==> config.mk <==
export PLATFORM = sky130hd
export DESIGN_NAME = fetch_sequencer_flat
export DESIGN_NICKNAME = d
export VERILOG_FILES = /design/src/rtl/fetch_sequencer_pkg.sv /design/src/rtl/fetch_sequencer_if.sv /design/src/rtl/fetch_sequencer_pc_adder4.sv /design/src/rtl/fetch_sequencer.sv /design/src/flat_wrapper.sv
export SDC_FILE = /design/constraint.sdc
export NUM_CORES = 1
export LEC_CHECK = 0
export ABC_AREA = 1
export CAP_MARGIN = 20
export CORE_MARGIN = 10
export CORE_UTILIZATION = 25
export DETAILED_ROUTE_END_ITERATION = 8
export GPL_TIMING_DRIVEN = 0
export PLACE_DENSITY = 0.61
export SLEW_MARGIN = 20
export SYNTH_ARGS = -nofsm -noshare
export SYNTH_HDL_FRONTEND = slang
export SYNTH_SLANG_ARGS = --single-unit
==> constraint.sdc <==
create_clock -name Clk -period 3.4 [get_ports Clk]
set_input_delay 0.68 -clock Clk [delete_from_list [all_inputs] [get_ports Clk]]
set_output_delay 0.68 -clock Clk [all_outputs]
set_load 0.05 [all_outputs]
==> src/rtl/fetch_sequencer_pkg.sv <==
// Shared definitions for the fetch sequencer: state encoding, reset
// addresses, instruction size and the word-alignment helper.
package fetch_sequencer_pkg;

    localparam int PC_W = 8;

    localparam logic [PC_W-1:0] PC_RESET    = 8'd0;
    localparam logic [PC_W-1:0] NPC_RESET   = 8'd4;
    localparam logic [PC_W-1:0] INSTR_BYTES = 8'd4;

    // Encoding 2'b11 is never produced; it is recovered to SEQ by the FSM.
    typedef enum logic [1:0] {
        SEQ      = 2'b00,
        DS_EXEC  = 2'b01,
        DS_ANNUL = 2'b10
    } ds_state_t;

    // Transfer targets are byte addresses; fetch is always word aligned.
    function automatic logic [PC_W-1:0] align_word(input logic [PC_W-1:0] addr);
        return {addr[PC_W-1:2], 2'b00};
    endfunction

endpackage

==> src/rtl/fetch_sequencer_if.sv <==
// Bundle of the ID-stage control inputs and the fetch address outputs.
// Handshake: there is no valid/ready pair; LE is the single advance
// qualifier. A rising Clk with LE=1 consumes the ID inputs and updates the
// outputs; with LE=0 every output holds and the ID inputs are ignored.
interface fetch_sequencer_if;
    import fetch_sequencer_pkg::*;

    logic            LE;
    logic            ID_B_instr;
    logic            ID_cond_true;
    logic            ID_29_a;
    logic            ID_ba;
    logic            ID_Call_instr;
    logic            ID_jmpl_instr;
    logic [PC_W-1:0] ID_target;
    logic [PC_W-1:0] PC;
    logic [PC_W-1:0] nPC;
    logic            annul_ds;
    logic [1:0]      ds_state;

    // Pipeline side: drives the ID decode, observes the fetch address.
    modport master (
        output LE, ID_B_instr, ID_cond_true, ID_29_a, ID_ba,
               ID_Call_instr, ID_jmpl_instr, ID_target,
        input  PC, nPC, annul_ds, ds_state
    );

    // Sequencer side.
    modport slave (
        input  LE, ID_B_instr, ID_cond_true, ID_29_a, ID_ba,
               ID_Call_instr, ID_jmpl_instr, ID_target,
        output PC, nPC, annul_ds, ds_state
    );

endinterface

==> src/rtl/fetch_sequencer_pc_adder4.sv <==
// Adds one instruction (4 bytes) to an 8-bit address, wrapping modulo 256.
module pc_adder4
    import fetch_sequencer_pkg::*;
(
    input  logic [PC_W-1:0] a,
    output logic [PC_W-1:0] y
);

    // Carry out of the top bit is deliberately dropped.
    always_comb begin
        y = a + INSTR_BYTES;
    end

endmodule

==> src/rtl/fetch_sequencer.sv <==
// Fetch address sequencer with one delay slot after every control transfer.
// PC/nPC advance sequentially unless the instruction in ID is a taken call,
// jmpl or branch; the slot after an annulling branch is flagged by annul_ds.
module fetch_sequencer
    import fetch_sequencer_pkg::*;
(
    input  logic              Clk,
    input  logic              R,
    fetch_sequencer_if.slave  bus
);

    ds_state_t       state_q, state_d;
    logic [PC_W-1:0] pc_q, pc_d;
    logic [PC_W-1:0] npc_q, npc_d;
    logic            annul_q, annul_d;

    logic [PC_W-1:0] tgt_aligned;
    logic [PC_W-1:0] npc_plus4;
    logic [PC_W-1:0] tgt_plus4;
    logic            dcti_uncond;
    logic            taken;
    logic            annul_req;

    pc_adder4 u_npc_inc (
        .a (npc_q),
        .y (npc_plus4)
    );

    pc_adder4 u_tgt_inc (
        .a (tgt_aligned),
        .y (tgt_plus4)
    );

    // Decode the ID instruction into taken / annul decisions.
    always_comb begin
        tgt_aligned = align_word(bus.ID_target);
        // Call and jmpl outrank a branch, so they also suppress its annul bit.
        dcti_uncond = bus.ID_Call_instr | bus.ID_jmpl_instr;
        taken       = dcti_uncond | (bus.ID_B_instr & bus.ID_cond_true);
        annul_req   = ~dcti_uncond & bus.ID_B_instr & bus.ID_29_a &
                      (~bus.ID_cond_true | bus.ID_ba);
    end

    // Next-state and next-address selection; LE=0 keeps every default.
    always_comb begin
        state_d = state_q;
        pc_d    = pc_q;
        npc_d   = npc_q;
        annul_d = annul_q;
        if (bus.LE) begin
            case (state_q)
                SEQ: begin
                    if (taken) begin
                        pc_d  = tgt_aligned;
                        npc_d = tgt_plus4;
                    end else begin
                        pc_d  = npc_q;
                        npc_d = npc_plus4;
                    end
                    if (annul_req) begin
                        state_d = DS_ANNUL;
                        annul_d = 1'b1;
                    end else if (taken) begin
                        state_d = DS_EXEC;
                        annul_d = 1'b0;
                    end else begin
                        state_d = SEQ;
                        annul_d = 1'b0;
                    end
                end
                // The delay slot leaves ID on this edge; transfer inputs in
                // the slot itself are not honoured.
                DS_EXEC, DS_ANNUL: begin
                    pc_d    = npc_q;
                    npc_d   = npc_plus4;
                    state_d = SEQ;
                    annul_d = 1'b0;
                end
                // Unused encoding: behave like the end of a delay slot.
                default: begin
                    pc_d    = npc_q;
                    npc_d   = npc_plus4;
                    state_d = SEQ;
                    annul_d = 1'b0;
                end
            endcase
        end
    end

    // State and address registers; reset abandons any pending transfer.
    always_ff @(posedge Clk or posedge R) begin
        if (R) begin
            state_q <= SEQ;
            pc_q    <= PC_RESET;
            npc_q   <= NPC_RESET;
            annul_q <= 1'b0;
        end else begin
            state_q <= state_d;
            pc_q    <= pc_d;
            npc_q   <= npc_d;
            annul_q <= annul_d;
        end
    end

    // Registered outputs straight from the flops.
    always_comb begin
        bus.PC       = pc_q;
        bus.nPC      = npc_q;
        bus.annul_ds = annul_q;
        bus.ds_state = state_q;
    end

endmodule

==> src/flat_wrapper.sv <==
// flat-port wrapper written by rule: the top's interface ports become plain ports
module fetch_sequencer_flat import fetch_sequencer_pkg::*;
  (Clk, R, bus_LE, bus_ID_B_instr, bus_ID_cond_true, bus_ID_29_a, bus_ID_ba, bus_ID_Call_instr, bus_ID_jmpl_instr, bus_ID_target, bus_PC, bus_nPC, bus_annul_ds, bus_ds_state);
  fetch_sequencer_if bus_i ();
  input  logic Clk;
  input  logic R;
  input wire logic [$bits(bus_i.LE)-1:0] bus_LE;
  input wire logic [$bits(bus_i.ID_B_instr)-1:0] bus_ID_B_instr;
  input wire logic [$bits(bus_i.ID_cond_true)-1:0] bus_ID_cond_true;
  input wire logic [$bits(bus_i.ID_29_a)-1:0] bus_ID_29_a;
  input wire logic [$bits(bus_i.ID_ba)-1:0] bus_ID_ba;
  input wire logic [$bits(bus_i.ID_Call_instr)-1:0] bus_ID_Call_instr;
  input wire logic [$bits(bus_i.ID_jmpl_instr)-1:0] bus_ID_jmpl_instr;
  input wire logic [$bits(bus_i.ID_target)-1:0] bus_ID_target;
  output wire logic [$bits(bus_i.PC)-1:0] bus_PC;
  output wire logic [$bits(bus_i.nPC)-1:0] bus_nPC;
  output wire logic [$bits(bus_i.annul_ds)-1:0] bus_annul_ds;
  output wire logic [$bits(bus_i.ds_state)-1:0] bus_ds_state;
  assign bus_i.LE = bus_LE;
  assign bus_i.ID_B_instr = bus_ID_B_instr;
  assign bus_i.ID_cond_true = bus_ID_cond_true;
  assign bus_i.ID_29_a = bus_ID_29_a;
  assign bus_i.ID_ba = bus_ID_ba;
  assign bus_i.ID_Call_instr = bus_ID_Call_instr;
  assign bus_i.ID_jmpl_instr = bus_ID_jmpl_instr;
  assign bus_i.ID_target = bus_ID_target;
  assign bus_PC = bus_i.PC;
  assign bus_nPC = bus_i.nPC;
  assign bus_annul_ds = bus_i.annul_ds;
  assign bus_ds_state = bus_i.ds_state;
  fetch_sequencer u_core (.Clk(Clk), .R(R), .bus(bus_i));
endmodule
==> metrics.cfg <==
[status]
status=completed

[clock_tree]
cts_tree=yes
cts_root_buf=clkbuf_4
numCtsBuffers=3
cts_hold_repair.buffers=0
path_clk_slew_ns=0.09
cts.sink_count=14
postCtsResizedCells=0
htreeDepth=1
ctsLongestPathBuffers=2
clk_latency_ns=0.28
post_cts_buffers=0

[final_layout]
final_cell_count_no_fill=196
regArea_um2=351.6
nFillCells=354
diodes=0
layout_commonest_cell=nand2_1
drive_gt1_share_pct=12.00
final_cell_area_mm2=0.001271
fin_nets=170
layout-area-overhead-vs-synth_pct=45.14
most-common-layout-cells=31 x nand2_1, 29 x clkdlybuf4s50_1, 14 x nand3_1, 13 x dfrtp_1, 12 x inv_1
multi_input_area_um2=440.4

[synth]
synth-edff-count=0
netlist_area_um2=875.8
synth_area_leaders=dfrtp_1 37%, nand2_1 13%, nand3_1 8.0%
synth_ff_type=dfrtp_1
synth_mux_area_share_pct=0
yosys_warnings=0
synthArstFlopShare_pct=100.0
ys_seq_area_share_pct=40.14
synth_compound_area_share_pct=11.00
yosys.area_share.simple_pct=31.71
syn_inst=114
synth_cell_types=26
synth_top_family_by_area=simple AND/OR/NAND/NOR gates
ys_ff_latch=14
synthAdderAreaFrac_pct=2.857
postSynthAreaPerCell_um2=7.683
synth_top_area_share_pct=37.14
synth_top_area_cell=dfrtp_1
synth-xor-area-share_pct=3.000

[setup_path]
critPathBufInv=1
reg2reg_from=u_core.bus.nPC[2]
path_delay_family=buffers and inverters
endpoint=bus_nPC[2]
crit_chain=clkdlybuf4s50_1
setup.worst_path.start=u_core.bus.nPC[2]
cp-end-kind=primary output
cp.depth=1
r2r_slack_ns=2.03
max_stage_delay_ns=0.82
r2r-end=u_core.bus.nPC[6]
critical_path_required_ns=2.72
cp-start-kind=register
r2r_cells=6
cp_data_arrival_time_ns=1.69
worst_path_max_delay_cell=clkdlybuf4s50_1
worstSetupPathType=register to primary output
crit_fanout=5

[global_routing]
grt_pass1_vias=929
grt_use_met1_pct=8.603
grt_pass1_wl_um=4209
met3_usage_pct=2.815
gr-total-overflow=0
grt_max_degree=15
antenna_found_initial=0
grt-busiest-layer=met2
track_usage_pct=8.114
grt_use_met2_pct=14.11

[drt]
drtAntennaViolNets=0
first_pass_iters=4
routed_wl_um=2473
drc_errors=0
wl_per_cell_um=12.62
num_vias=874
drtIter0Drc=72
routed_via_density=4.459

[timing]
worstMarginPinSlew_ns=0.5340
finalMaxSlewViolations=0
fin_ws_ns=1.031
max_freq_mhz=422.0
finalSetupTns_ns=0
hold_viol=0
rsz0062_at_grt=no
setup_viol=0
slew_headroom_pct=64.36
finClkSkew_ns=0.007135
period_minus_slack_ns=2.369
period_share_pct=69.69

[power]
internal_power_uw=415.0
power.switching_uw=365.5
power.share.clock_pct=15.2
powerDensity_mw_per_mm2=613.9
ir_drop_v=0.0001117
p_seq_share_pct=32.4
sw_frac_of_total_pct=46.83
p_leak_nw=0.5825
power_frac_comb_pct=52.4

[placed_design]
place_ws_ns=1.340
dp.cells=192
post_dp_cell_area_mm2=0.001235
post-dp-hpwl_um=2011
portBuffers=29
gp_congestion=0.8473

[floorplanning]
core_area_mm2=0.003363
initial_utilization_pct=26.04
dieArea_mm2=0.006271
die_w_um=79.19
die_height_um=79.19
std_cell_rows=21
pin_count=36

[hold_path]
worstHoldStart=u_core.bus.PC[3]
hp-class=register to register

[run]
drv_cap=0

## Yosys cell counts, drive strengths merged (2+ instances only)
cell	n
nand2	34
nor3	2
buf	6
nand3	14
xnor2	2
o21ai	5
nor2	9
o211ai	5
ha	2
inv	12
o22ai	2
dfrtp	13
## state kept, by name, indices dropped and copies added, names as in the netlist
signal and flops:
u_core.bus.annul_ds 1, u_core.bus.ds_state 1, u_core.bus.PC 6, u_core.bus.nPC 6
## per-stage QoR
| step | util [%] | hold WS (ns) | power, mW |
|---|---|---|---|
| CTS | 37.80 | 0.5059 | 0.7901 |
| finish | 37.80 | 0.4990 | 0.7805 |
| floorplan | - | 0.5685 | 0.5242 |
| global route | 37.80 | 0.5336 | 0.8301 |
| global placement | 36.72 | 0.4807 | 0.6622 |
| detailed placement | 36.72 | 0.4813 | 0.6690 |
## power groups by stage
stage / Sequential [mW] / Clock [mW] / Combinational [mW]
2_1_floorplan: 0.395 / 0 / 0.129
4_1_cts: 0.253 / 0.123 / 0.414
6_report: 0.253 / 0.119 / 0.409
5_1_grt: 0.259 / 0.130 / 0.441
3_5_place_dp: 0.256 / 0 / 0.413
3_3_place_gp: 0.253 / 0 / 0.410
## worst min-delay path: stages (launching register included)
cell,delay [ns]
dfrtp_1,0.35
nand2_1,0.05
nand3_1,0.07
## worst min-delay path by stage
stage | endpoint | slack, ns | cells after the start
6_report | u_core.bus.PC[3] | 0.50 | 2
5_1_grt | u_core.bus.PC[3] | 0.53 | 2
4_1_cts | u_core.bus.PC[3] | 0.51 | 2
3_5_place_dp | u_core.bus.PC[3] | 0.48 | 2
3_3_place_gp | u_core.bus.PC[3] | 0.48 | 2
2_1_floorplan | u_core.bus.PC[2] | 0.57 | 1
## metal layers
layer / wire length, um / up-vias
li1: - / 438
met2: 1240 / 27
met3: 183 / 6
met5: 0 / -
met4: 44 / 0
met1: 1005 / 403
## area by class of cell
type                    instances  share of cell area [%]
multi-input cells              84                   34.65
flip-flops and latches         14                   27.66
repair buffers                 29                   22.83
well taps                      46                   4.528
plain buffers                   7                   3.937
inverters                      12                   3.543
clock buffers                   4                   2.854
## kinds of logic after synthesis
group                      Yosys count
and+or+nand+nor                     60
buffers and inverters               19
AOI/OAI and AO/OA                   15
DFF                                 14
xor gates and xnor gates             3
adders and majority gates            2
other                                1
Note: power is estimated with default switching activity, not from simulation.
